==> src/rtl/branch_redirect_ctrl.sv <==
// Front-end redirect sequencer: latches the EX branch target, drives the fetch mux and flushes IF/ID and ID/EX.
// Redirect is visible 1 cycle after accept; cache stalls defer entry and freeze the flush. Perf counters: BR_REDIRECT_PERF_EN.
module branch_redirect_ctrl #(
  parameter int XLEN         = 32,
  parameter int FLUSH_CYCLES = 1
) (
  input  logic            clk_i,
  input  logic            reset_i,
  input  logic            ex_valid_i,
  input  logic            ex_br_taken_i,
  input  logic [XLEN-1:0] ex_target_i,
  input  logic            stall_i,
  output logic            pc_sel_o,
  output logic [XLEN-1:0] pc_target_o,
  output logic            flush_ifid_o,
  output logic            flush_idex_o,
  output logic            busy_o,
  output logic [31:0]     br_taken_cnt_o,
  output logic [31:0]     stall_wait_cnt_o
);

  if (FLUSH_CYCLES < 1 || FLUSH_CYCLES > 4) begin : g_bad_cfg
    $error("branch_redirect_ctrl: FLUSH_CYCLES must be in 1..4");
  end

  typedef enum logic [1:0] {
    IDLE    = 2'd0,
    PENDING = 2'd1,
    FLUSH   = 2'd2
  } state_t;

  localparam logic [1:0] LAST_CNT = 2'(FLUSH_CYCLES - 1);

  state_t          state_q;
  logic [1:0]      cnt_q;
  logic            pc_sel_q;
  logic [XLEN-1:0] pc_target_q;
  logic            flush_q;
  logic            busy_q;
  logic            accept;

  assign accept = ex_valid_i & ex_br_taken_i;

  always_ff @(posedge clk_i or posedge reset_i) begin
    if (reset_i) begin
      state_q     <= IDLE;
      cnt_q       <= 2'd0;
      pc_sel_q    <= 1'b0;
      pc_target_q <= '0;
      flush_q     <= 1'b0;
      busy_q      <= 1'b0;
    end else begin
      case (state_q)
        IDLE: begin
          if (accept) begin
            pc_target_q <= ex_target_i;
            busy_q      <= 1'b1;
            if (!stall_i) begin
              state_q  <= FLUSH;
              cnt_q    <= 2'd0;
              pc_sel_q <= 1'b1;
              flush_q  <= 1'b1;
            end else begin
              state_q  <= PENDING;
            end
          end
        end
        PENDING: begin
          if (!stall_i) begin
            state_q  <= FLUSH;
            cnt_q    <= 2'd0;
            pc_sel_q <= 1'b1;
            flush_q  <= 1'b1;
          end
        end
        FLUSH: begin
          // A stall freezes the count and every output in place.
          if (!stall_i) begin
            if (cnt_q == LAST_CNT) begin
              state_q  <= IDLE;
              pc_sel_q <= 1'b0;
              flush_q  <= 1'b0;
              busy_q   <= 1'b0;
            end else begin
              cnt_q    <= cnt_q + 2'd1;
              pc_sel_q <= 1'b0;
            end
          end
        end
        default: begin
          state_q  <= IDLE;
          pc_sel_q <= 1'b0;
          flush_q  <= 1'b0;
          busy_q   <= 1'b0;
        end
      endcase
    end
  end

  assign pc_sel_o     = pc_sel_q;
  assign pc_target_o  = pc_target_q;
  assign flush_ifid_o = flush_q;
  assign flush_idex_o = flush_q;
  assign busy_o       = busy_q;

`ifdef BR_REDIRECT_PERF_EN
  logic        enter_flush;
  logic [31:0] br_cnt_q, br_cnt_d;
  logic [31:0] wait_cnt_q, wait_cnt_d;

  assign enter_flush = ((state_q == IDLE) & accept & !stall_i) |
                       ((state_q == PENDING) & !stall_i);

  always_comb begin
    br_cnt_d   = br_cnt_q;
    wait_cnt_d = wait_cnt_q;
    if (enter_flush && br_cnt_q != 32'hFFFF_FFFF) br_cnt_d = br_cnt_q + 32'd1;
    if (state_q == PENDING && wait_cnt_q != 32'hFFFF_FFFF) wait_cnt_d = wait_cnt_q + 32'd1;
  end

  always_ff @(posedge clk_i or posedge reset_i) begin
    if (reset_i) begin
      br_cnt_q   <= 32'd0;
      wait_cnt_q <= 32'd0;
    end else begin
      br_cnt_q   <= br_cnt_d;
      wait_cnt_q <= wait_cnt_d;
    end
  end

  assign br_taken_cnt_o   = br_cnt_q;
  assign stall_wait_cnt_o = wait_cnt_q;
`else
  assign br_taken_cnt_o   = 32'd0;
  assign stall_wait_cnt_o = 32'd0;
`endif

endmodule

==> config.mk <==
export PLATFORM = sky130hd
export DESIGN_NAME = branch_redirect_ctrl
export DESIGN_NICKNAME = d
export VERILOG_FILES = /design/src/rtl/branch_redirect_ctrl.sv
export SDC_FILE = /design/constraint.sdc
export NUM_CORES = 1
export LEC_CHECK = 0
export BUFFER_PORTS_ARGS = -buffer_cell sky130_fd_sc_hd__buf_2
export CORE_MARGIN = 3
export CORE_UTILIZATION = 40
export CTS_CLUSTER_DIAMETER = 200
export DETAILED_ROUTE_END_ITERATION = 8
export GPL_ROUTABILITY_DRIVEN = 0
export PLACE_DENSITY = 0.8
export SLEW_MARGIN = 20
export SYNTH_ARGS = -nofsm -noshare
export SYNTH_HDL_FRONTEND = slang
export SYNTH_SLANG_ARGS = --single-unit
export TNS_END_PERCENT = 5
==> constraint.sdc <==
create_clock -name clk_i -period 1.7 [get_ports clk_i]
set_input_delay 0.255 -clock clk_i [delete_from_list [all_inputs] [get_ports clk_i]]
set_output_delay 0.255 -clock clk_i [all_outputs]
set_load 0.02 [all_outputs]
# After elaboration in Yosys (flattened, before gate mapping)
# Index checks and enable logic that the tools add are counted.
# Widths: inputs -> output; s select.
# totals
output_inout_bits	100
ff_bits	39
wordCells	47
inputBits	37
# op_classes
n_eq_ne	7
bitwise_logic	2
addsub	1
n_mux	22
reduce_logical	9
# ops
operator	n
$mux 2	9
$pmux 2 s3	2
$reduce_and 4->1	3
$ne 2x2->1 const B	5
$pmux 1 s3	3
$mux 1	8
$logic_not 2->1	2
$reduce_and 2->1	2
$reduce_and 3->1	1
$reduce_bool 3->1	1
$add 2x1->2 const B	1
$eq 2x1->1 const B	1
$eq 2x2->1 const B	1
$and 1x1->1	1
$not 1->1	1

# Longest topological paths before layout
# logic_depth
depth_word	4
ltp_mapped	5
mapped_depth_nobuf	5

# Worst setup path before layout
# No wires, ideal clock.
# synth_path
path_type	reg-to-reg
from	register state_q[0]
to	register pc_target_q[19], in the netlist pc_target_o[19]
path_stages_with_launch	5
setup_ns	0.125
t_required_ns	1.575
synth_period_minus_slack_ns	1.392
path_slack_ns	0.308
path_buffers	2
arrival_ns	1.267
path_cell_list	dfrtp_1 > buf_6 > nor3_4 > buf_6 > mux2_2
# synth_between
elab_chain_len	2
# synth_lines
element	line_no	rtl
start, declared	34	state_t state_q;
start signal, assigned	46	state_q <= IDLE;
start signal, assigned	59	state_q <= FLUSH;
start signal, assigned	64	state_q <= PENDING;
$logic_not 2->1	53	case (state_q)
$reduce_and 2->1 (no source line)	-	
end signal, assigned	56	pc_target_q <= ex_target_i;
end, declared	37	logic [XLEN-1:0] pc_target_q;
# Every way passes these cells.
# A chain may end at the register's enable or synchronous reset.

# Worst setup path in the final report
# layout_path
from	register state_q[0]
to	register pc_target_q[3], in the netlist pc_target_o[3]
# The elaborated chain is that of the path after synthesis.

==> flow_summary.json <==
{
  "required_ps": 1870,
  "fin_nets": 285,
  "synth_common_cells": "buf_4 (65), dfrtp_1 (39), mux2_2 (30), buf_6 (4), inv_1 (4)",
  "multi_input_area_um2": 782,
  "ir_drop_uv": 609,
  "die_w_um": 78.1,
  "setup_tns_ps": 0,
  "clock_skew_ps": 8.67,
  "pin_count": 137,
  "hold_path_class": "in -> async",
  "ys_ff_latch": 39,
  "rr_startpoint": "state_q[0]",
  "dp_hpwl_mm": 2.70,
  "max-clock-path-buffers": 2,
  "synth_area_leaders": "dfrtp_1 (47%), buf_4 (23%), mux2_2 (16%)",
  "clk_pin_slew_ps": 80,
  "synthArstFlopShare": 1.00,
  "synth_cells": 172,
  "yosysSeqAreaShare": 0.470,
  "cp_slowest_cell": "dfrtp_1",
  "core_area_um2": 4880,
  "grt_usage": 0.108,
  "grt_max_degree": 40,
  "num_rows": 25,
  "hold_violations": 0,
  "overflow": 0,
  "ctsRootBufferMaster": "clkbuf_8",
  "drt_wl_total_mm": 3.44,
  "min_period_ps": 1440,
  "outcome": "finished clean",
  "yosys.area.top_type_share": 0.470,
  "cellLeakagePower_nw": 1.20,
  "syn_avg_cell_area_um2": 12.1,
  "antenna_found_initial": 0,
  "fin_total_pwr_w": 0.00289,
  "end_kind": "register",
  "grt_pass1_vias": 1102,
  "dieArea_um2": 6100,
  "cts-resized-gates": 0,
  "io_buffers": 72,
  "cp_max_fo": 25,
  "fmax_ghz": 0.695,
  "yosysTopAreaCell": "dfrtp_1",
  "initialDrtViolationCount": 16,
  "drc": 0,
  "setup_violations": 0,
  "cp_cell_sequence": "nor3_4 -> buf_12 -> mux2_2",
  "postCtsSetupRepairBufs": 0,
  "vias_per_cell": 4.07,
  "yosys.cell_count.top_type": "buf_4",
  "register_area_um2": 976,
  "drv_slew": 0,
  "startpoint_type": "register",
  "dr.pass1.iters": 4,
  "fin_crit_sh": 0.846,
  "drive_gt1_frac": 0.462,
  "drv_cap": 0,
  "ys.flop_type": "dfrtp_1",
  "antenna_cells": 0,
  "synth_cell_types": 25,
  "grt_pass1_wl_mm": 5.12,
  "synth-edff-count": 0,
  "power.density_nw_per_um2": 1230,
  "syn_area_um2": 2080,
  "routedWlPerCell_um": 11.0,
  "cp.arrival_ps": 1610,
  "r2r_slack_ps": 260,
  "fillers": 484,
  "ant_nets": 0,
  "cts_sinks": 39,
  "numCtsBuffers": 5,
  "crit_type": "reg -> reg",
  "start_util": 0.426,
  "reg2reg_to": "pc_target_o[3]",
  "cts_max_level": 2,
  "reg2reg_depth": 3,
  "cts_tree": "yes",
  "die_h_um": 78.1,
  "vias": 1278,
  "clk_latency_ps": 280,
  "ctsHoldBuffers": 0,
  "rsz0062_at_grt": "no",
  "syn2layout_area_growth_pct": 12.7,
  "crit_path_max_incr_delay_ps": 490,
  "yosysWarningCount": 0
}
==> power breakdown <==
| group | internal [W] | switching [W] | total [W] | leakage [nW] |
|---|---|---|---|---|
| sequential | 0.00115 | 0.000110 | 0.00127 | 0.464 |
| clock | 0.000280 | 0.000308 | 0.000588 | 0.0440 |
| combinational | 0.000392 | 0.000641 | 0.00103 | 0.697 |
| total | 0.00183 | 0.00106 | 0.00289 | 1.20 |
==> cells in the final DEF, fill, tap and decap left out <==
cell type  instances
buf_2             72
conb_1            64
dfrtp_1           39
mux2_2            30
clkbuf_8           5
inv_1              4
a2bb2oi_1          3
o21ai_0            3
buf_4              3
a21oi_1            2
nor2_1             2
nand2b_1           2
nor4b_1            2
nand3b_1           2
mux2_1             2
nor3b_1            1
nand2_1            1
nor3_4             1
o21a_1             1
a22oi_1            1
o31ai_1            1
a31oi_1            1
o2bb2ai_1          1
ha_1               1
clkinv_4           1
clkinv_2           1
buf_12             1
==> cells by family (layout without fill, tap and decap cells) <==
kind of cell	count (synthesis)	count (layout)	synth area share
buffers and inverters	75	87	0.268
flip-flops	39	39	0.470
multiplexers	32	32	0.173
AO/OA/AOI/OAI	13	13	0.0428
AND/OR/NAND/NOR	11	11	0.0385
adder cells (fa/ha/maj)	1	1	0.00602
other	1	64	0.00180
==> layout make-up <==
| type | instances | area share |
|---|---|---|
| Clock buffer | 5 | 0.0294 |
| Clock inverter | 2 | 0.00588 |
| Inverter | 4 | 0.00641 |
| Multi-Input combinational cell | 121 | 0.334 |
| Sequential cell | 39 | 0.417 |
| Tap cell | 67 | 0.0358 |
| Timing Repair Buffer | 76 | 0.172 |
==> worst max path at each step <==
stage,startpoint,endpoint,slack (ps)
2_1_floorplan,state_q[0],pc_target_o[19],310
3_3_place_gp,state_q[0],pc_target_o[10],280
3_5_place_dp,state_q[0],pc_target_o[3],260
4_1_cts,state_q[0],pc_target_o[3],250
5_1_grt,state_q[0],pc_target_o[29],180
6_report,state_q[0],pc_target_o[3],260
==> registers in the layout (all words and copies together) (netlist names) <==
register,cells
state_q,2
busy_o,1
cnt_q,2
pc_target_o,32
pc_sel_o,1
flush_idex_o,1
==> per-stage QoR <==
stage                     hold WS (ps)  cells  cell area, um2  utilization  worst slack (ps)
after floorplan                    390    235            2310            -               308
after global placement             394    307            2260        0.463               284
after detailed placement           415    307            2260        0.463               255
after CTS                         91.5    314            2340        0.480               250
after global routing               107    314            2340        0.480               185
final                             85.3    314            2340        0.480               262
==> metal layers <==
layer  GRT usage  part of all wire  up-vias
met4      0.0367            0.0038        0
met3      0.0413              0.11        2
met1       0.117              0.37      606
met5           0                 0        -
met2       0.194              0.51       75
li1            -                 -      595
==> critical path: cells and delay by family, from the launching register on <==
| family | cells | cell delay [ps] |
|---|---|---|
| simple gates | 1 | 270 |
| flops | 1 | 490 |
| buf+inv | 1 | 210 |
| mux | 1 | 350 |
No activity file was read; power rests on OpenSTA's default activity.
